### src/rtl/multiword_add_pkg.sv
// Shared constants and state encoding for the multi-word sequential adder.
package multiword_add_pkg;

  localparam int W_DEF         = 4;
  localparam int MAX_WORDS_DEF = 8;

  typedef enum logic {
    ST_FIRST = 1'b0,
    ST_MID   = 1'b1
  } state_e;

endpackage

### src/rtl/multiword_add_seq_rca.sv
// Combinational W-bit ripple-carry adder built from 1-bit full-adder cells.
// No registers; carry ripples LSB to MSB.
module fa_cell (
  input  logic a,
  input  logic b,
  input  logic ci,
  output logic s,
  output logic co
);
  assign s  = a ^ b ^ ci;
  assign co = (a & b) | (ci & (a ^ b));
endmodule

module rca_w #(
  parameter int W = 4
) (
  input  logic [W-1:0] x,
  input  logic [W-1:0] y,
  input  logic         ci,
  output logic [W-1:0] s,
  output logic         co
);
  logic [W:0] c;

  assign c[0] = ci;

  for (genvar i = 0; i < W; i++) begin : g_bit
    fa_cell u_fa (
      .a  (x[i]),
      .b  (y[i]),
      .ci (c[i]),
      .s  (s[i]),
      .co (c[i+1])
    );
  end

  assign co = c[W];
endmodule

### src/rtl/multiword_add_seq.sv
// Streaming multi-word adder: LSW-first operand pairs, carry chained between words.
// Latency: 1 cycle (registered output), full throughput of one word per clock.
// Backpressure: in_ready = ~out_valid | out_ready; output fields hold while stalled.
module multiword_add_seq
  import multiword_add_pkg::*;
#(
  parameter int W         = W_DEF,
  parameter int MAX_WORDS = MAX_WORDS_DEF,
  localparam int IDXW     = $clog2(MAX_WORDS)
) (
  input  logic            clk,
  input  logic            rst_n,
  input  logic            in_valid,
  output logic            in_ready,
  input  logic [W-1:0]    in_x,
  input  logic [W-1:0]    in_y,
  input  logic            in_ci,
  input  logic            in_last,
  output logic            out_valid,
  input  logic            out_ready,
  output logic [W-1:0]    out_s,
  output logic            out_co,
  output logic            out_last,
  output logic [IDXW-1:0] out_idx,
  output logic            out_err
);

  state_e          state;
  logic [IDXW-1:0] idx_q;
  logic            carry_q;

  logic            accept;
  logic            cin;
  logic            trunc;
  logic            pkt_end;
  logic [W-1:0]    sum;
  logic            cout;

  assign in_ready = ~out_valid | out_ready;
  assign accept   = in_valid & in_ready;

  // The stored carry is only meaningful inside a packet; first words take the packet carry-in.
  assign cin      = (state == ST_FIRST) ? in_ci : carry_q;
  assign trunc    = (idx_q == IDXW'(MAX_WORDS - 1)) & ~in_last;
  assign pkt_end  = in_last | trunc;

  rca_w #(.W(W)) u_rca (
    .x  (in_x),
    .y  (in_y),
    .ci (cin),
    .s  (sum),
    .co (cout)
  );

  always_ff @(posedge clk or negedge rst_n) begin
    if (!rst_n) begin
      state     <= ST_FIRST;
      idx_q     <= '0;
      carry_q   <= 1'b0;
      out_valid <= 1'b0;
      out_s     <= '0;
      out_co    <= 1'b0;
      out_last  <= 1'b0;
      out_idx   <= '0;
      out_err   <= 1'b0;
    end else if (accept) begin
      out_valid <= 1'b1;
      out_s     <= sum;
      out_co    <= cout;
      out_idx   <= idx_q;
      out_last  <= pkt_end;
      out_err   <= trunc;
      carry_q   <= cout;
      if (pkt_end) begin
        state <= ST_FIRST;
        idx_q <= '0;
      end else begin
        state <= ST_MID;
        idx_q <= idx_q + IDXW'(1);
      end
    end else if (out_ready) begin
      out_valid <= 1'b0;
    end
  end

endmodule

### config.mk
export PLATFORM = sky130hd
export DESIGN_NAME = multiword_add_seq
export DESIGN_NICKNAME = d
export VERILOG_FILES = /design/src/rtl/multiword_add_pkg.sv /design/src/rtl/multiword_add_seq_rca.sv /design/src/rtl/multiword_add_seq.sv
export SDC_FILE = /design/constraint.sdc
export NUM_CORES = 1
export LEC_CHECK = 0
export ABC_AREA = 0
export CORE_UTILIZATION = 43
export DETAILED_ROUTE_END_ITERATION = 8
export MAX_ROUTING_LAYER = met4
export PLACE_DENSITY = 0.86
export SETUP_SLACK_MARGIN = 0.1
export SLEW_MARGIN = 20
export SYNTH_ARGS = -nofsm -noshare
export SYNTH_HDL_FRONTEND = slang
export SYNTH_SLANG_ARGS = --single-unit
### constraint.sdc
create_clock -name clk -period 2.4 [get_ports clk]
set_input_delay 0.48 -clock clk [delete_from_list [all_inputs] [get_ports clk]]
set_output_delay 0.48 -clock clk [all_outputs]
set_load 0.005 [all_outputs]
# Word level (Yosys, flattened, before mapping)
# Index checks and enable logic that the tools add are counted.
[word_totals]
out_inout_bits = 12
inputBits = 14
reg_bits = 15
wordCells = 42
[op_classes]
addsub = 1
n_eq_ne = 1
muxes = 5
bitwise = 26
reduce_logical = 1
[op_table]
columns = ["op", "n"]
rows = [
  ["1-bit bitwise AND", 10],
  ["1-bit XOR", 8],
  ["1-bit OR", 6],
  ["1-bit two-way mux", 4],
  ["3-bit by 1-bit adder with 3-bit output, second input constant", 1],
  ["3-bit == test, second input constant", 1],
  ["3-bit two-way mux", 1],
  ["1-bit inverter", 2],
  ["2-bit nonzero test", 1],
]

# Logic depth before layout (Yosys ltp)
[logic_depth]
ltp_word = 9
mapped_depth = 8
ltp_nobuf = 8

# Modules after synthesis
# From an unflattened synthesis, not the netlist that was laid out.
[hier_totals]
cells_unflattened = 50
area_unflattened_um2 = 739.5
[by_module_without_submodules]
columns = ["module", "n_inst", "cells_per_inst", "seq_area_each_um2", "area_per_inst_um2"]
rows = [
  ["multiword_add_seq", 1, 46, 375.4, 659.4],
  ["fa_cell", 4, 1, 0.0, 20.0],
]

# Worst setup path after synthesis
# No wires, ideal clock.
[synth_path]
path_type = "in2reg"
startpoint = "input in_ci"
endpoint = "register out_s[3]"
path_slack_ps = 189
t_required_ps = 2321
path_stages = 8
t_arrival_ps = 2132
setup_time_ps = 79
path_buffers = 0
cell_sequence = "mux2i_1 -> fa_1 -> inv_1 -> fa_1 -> fa_1 -> inv_1 -> fa_1 -> mux2i_1"
[synth_via]
elab_chain_len = 8
[synth_lines]
columns = ["item", "line_no", "source"]
rows = [
  ["start, declared", "multiword_add_seq.sv:17", "input logic in_ci,"],
  ["1-bit two-way mux", "multiword_add_seq.sv:43", "assign cin = (state == ST_FIRST) ? in_ci : carry_q;"],
  ["1-bit bitwise AND", "multiword_add_seq_rca.sv:11", "assign co = (a & b) | (ci & (a ^ b));"],
  ["1-bit OR", "multiword_add_seq_rca.sv:11", ""],
  ["1-bit bitwise AND", "multiword_add_seq_rca.sv:11", ""],
  ["1-bit OR", "multiword_add_seq_rca.sv:11", ""],
  ["1-bit bitwise AND", "multiword_add_seq_rca.sv:11", ""],
  ["1-bit OR", "multiword_add_seq_rca.sv:11", ""],
  ["1-bit XOR", "multiword_add_seq_rca.sv:10", "assign s = a ^ b ^ ci;"],
  ["end signal, assigned", "multiword_add_seq.sv:68", "out_s <= sum;"],
  ["end, declared", "multiword_add_seq.sv:21", "output logic [W-1:0] out_s,"],
]
# Every way passes these cells.
# A chain may end at the register's enable or synchronous reset.

# Worst setup path in the final report
[layout_path]
startpoint = "input in_y[0]"
endpoint = "register out_s[3]"
[layout_via]
elab_chain_len = 8
word_cells_on_any_way = 9
classes_between = "9 x bitwise"
[layout_lines]
columns = ["item", "line_no", "source"]
rows = [
  ["start, declared", "multiword_add_seq.sv:16", "input logic [W-1:0] in_y,"],
  ["1-bit XOR", "multiword_add_seq_rca.sv:11", ""],
  ["1-bit bitwise AND", "multiword_add_seq_rca.sv:11", ""],
  ["1-bit OR (*)", "multiword_add_seq_rca.sv:11", ""],
  ["1-bit bitwise AND (*)", "multiword_add_seq_rca.sv:11", ""],
  ["1-bit OR (*)", "multiword_add_seq_rca.sv:11", ""],
  ["1-bit bitwise AND (*)", "multiword_add_seq_rca.sv:11", ""],
  ["1-bit OR (*)", "multiword_add_seq_rca.sv:11", ""],
  ["1-bit XOR (*)", "multiword_add_seq_rca.sv:10", ""],
]
# Mark *: on every way between the ends. The rest lies on a longest branch, timed or not.

==> impl_metrics.py <==
metrics = {
    "grt": {
        "pin_count_of_the_biggest_net_entering_global_routing": 16,
        "via_count_of_the_first_global_routing_pass": 560,
        "grt_util_met3_pct": 4.08,
        "groute.layer.met2.usage_pct": 28.2,
        "grt.total_usage_pct": 18.9,
        "groute.layer.met1.usage_pct": 25.3,
        "antenna_violations_before_repair": 0,
        "grt_busiest_layer": "met2",
        "grt_first_pass_wirelength_um": 2520,
        "overflow": 0,
    },
    "sta": {
        "setup_tns_ns": 0,
        "slew-limit-headroom_pct": 53.3,
        "final_min_period_over_clock_period_pct": 94.9,
        "hold_slack_ns": 0.506,
        "rsz0062_at_grt": "true",
        "final-max-slew-violation-count": 0,
        "hold_viol": 0,
        "timing.fmax_ghz": 0.439,
        "min_period_ns": 2.28,
        "worstMarginPinSlew_ns": 0.699,
        "fin_worst_skew_ns": 0.00793,
        "final-setup-viol-count": 0,
    },
    "logic_synthesis": {
        "synth_nets": 79,
        "yosys_warnings": 0,
        "synthesis.instances": 59,
        "synth.ff_latch_count": 15,
        "synth_largest_area_cell": "dfrtp_1",
        "synth.avg_cell_area_sq_um": 12.9,
        "synth.cell_area_sq_um": 761,
        "post-synth-top-area-fraction_pct": 49.3,
        "top_cells_by_area_synth": "dfrtp_1, fa_1, mux2_4",
        "number_of_library_cell_types_mapped_by_synthesis": 19,
        "yosysSeqAreaShare_pct": 49.3,
    },
    "clock_tree": {
        "cts_made_buffers": 3,
        "root_buffer": "clkbuf_4",
        "numClockSinks": 15,
        "clock_path_buffers": 2,
        "cts_tree": "yes",
        "clock_tree.htree_level_count": 1,
        "postCtsHoldBufs": 0,
        "clk_pin_slew_worst_paths_ns": 0.09,
        "clk_latency_worst_skew_pair_ns": 0.27,
    },
    "final_layout": {
        "most_common_library_cell_in_the_layout_ignoring_fill_and_taps": "clkdlybuf4s50_1",
        "area_delta_synth_final_pct": 38.7,
        "most_frequent_cells_in_the_layout": "clkdlybuf4s50_1, dfrtp_1, inv_1, inv_2, mux2_4",
        "post_route_cells_drive_above_1_share_pct": 23.0,
        "final_core_utilization_pct": 66.9,
        "finish.net_count": 108,
        "antenna_cells": 0,
    },
    "floorplanning": {
        "std_cell_rows": 14,
        "die_area_sq_mm": 0.00194,
        "io_pins": 26,
        "effective_utilization_at_floorplan_pct": 48.3,
        "design.core.area_sq_mm": 0.00158,
        "die_width_um": 44.1,
        "die_h_um": 44.1,
    },
    "power": {
        "netSwitchingPower_w": 0.000187,
        "intPower_w": 0.000518,
        "power_switching_share_pct": 26.5,
        "share_clk_of_total_power_pct": 19.6,
        "vdd.ir_drop.worst_mv": 0.438,
        "power_density_mw_per_mm2": 668,
        "power_frac_comb_pct": 32.6,
        "power_share_of_the_sequential_group_pct": 47.7,
        "static-leakage-power_nw": 0.505,
    },
    "outcome": {
        "status": "finished with violations",
        "failing_checks": "design-rule violations",
    },
    "worst_setup_path": {
        "r2r_setup_slack_ns": 0.13,
        "required_time_of_the_critical_path_ns": 2.59,
        "worstSetupStartpointType": "input port",
        "worst-endpoint-arrival_ns": 2.47,
        "end_kind": "flip-flop",
        "timing.setup.critical_path_class": "input port to flip-flop",
        "worstPathMaxFanout": 1,
    },
    "placement": {
        "dp_hpwl_um": 1070,
        "buffer_ports.inserted": 25,
        "routabilityCongestion": 0.773,
    },
    "min_path": {
        "min_path_type": "flip-flop to flip-flop",
    },
    "routing": {
        "route.detailed.wl_per_inst_um": 14.3,
        "postRouteAntennaNets": 0,
        "route.vias.total": 519,
        "via_per_inst": 5.04,
        "initialDrtViolationCount": 15,
        "drt-pass1-iter-count": 6,
        "drc": 4,
        "wirelength_um": 1470,
    },
    "flow_run": {
        "max-cap-violations": 0,
    },
}
==> flip-flops by register name, indices dropped and copies added, names as in the netlist <==
| name | count |
|---|---|
| out_idx | 3 |
| idx_q | 3 |
| state | 1 |
| out_valid | 1 |
| out_co | 1 |
| out_err | 1 |
| out_last | 1 |
| out_s | 4 |
==> worst max-delay path, cell delays in order <==
cell,delay [ns]
clkdlybuf4s50_1,0.41
inv_2,0.06
fa_2,0.19
inv_2,0.04
fa_2,0.35
fa_2,0.35
inv_2,0.06
fa_1,0.39
mux2i_1,0.14
==> kinds of logic after synthesis <==
group | share of synthesized area [%]
buf+inv | 8.39
simple gates | 8.06
compound gates | 4.28
mux | 16.1
fa+ha+maj | 13.8
flops | 49.3
==> per-stage QoR <==
step                setup slack (ns)  total power, W  instance area, sq um  std cells
detailed placement            -0.382        0.000562                  1010         98
floorplan                      0.189        0.000432                   761         59
finish                         0.122        0.000705                  1050        103
global placement              -0.262        0.000551                  1010         98
global route                  0.0652        0.000754                  1050        103
CTS                           0.0602        0.000714                  1040        102
==> power by group through the flow <==
stage               Combinational, W  Sequential, W  Clock, W
floorplan                  0.0000924       0.000339         0
global placement            0.000213       0.000337         0
detailed placement          0.000221       0.000341         0
CTS                         0.000230       0.000337  0.000147
global route                0.000254       0.000343  0.000156
finish                      0.000230       0.000336  0.000139
==> synth_stat cells (all sizes together) <==
library cell,count
inv,11
nor2b,1
nand3,1
a21oi,2
nand2,1
o21ai,3
or2b,1
dfrtp,15
fa,4
nand2b,1
o21a,1
mux2,6
and2,1
mux2i,4
nand4,2
buf,2
nor2,1
ha,2
==> per-layer routing <==
metal | share of wire (%) | vias to the layer above
met5 | 0 | -
met4 | 1.2 | 0
met3 | 5.2 | 2
met2 | 46 | 18
met1 | 47 | 255
li1 | - | 244
==> worst paths after layout <==
kind	endpoint	cells after the start	start
setup / recovery	out_s[3]	9	in_y[0]
hold / removal	out_last	1	out_last
setup reg to reg	out_s[3]	8	state
hold reg to reg	out_last	1	out_last
max in group asynchronous	out_idx[2]	1	rst_n
min in group asynchronous	out_s[0]	1	rst_n
==> repair_timing <==
item	in CTS	in global routing
endpoints found under the setup margin	1	1
pin swaps	3	3
gates resized for setup	7	3
setup buffers	0	1
==> area by class of cell <==
| cell class | instances | area (sq um) |
|---|---|---|
| fill | 125 | 522 |
| tap | 16 | 20.0 |
| clock buffer | 4 | 26.3 |
| sequential | 15 | 375 |
| multi-input combinational | 31 | 333 |
| timing repair buffer | 26 | 259 |
| inverter | 11 | 41.3 |
No activity file was read; power rests on OpenSTA's default activity.
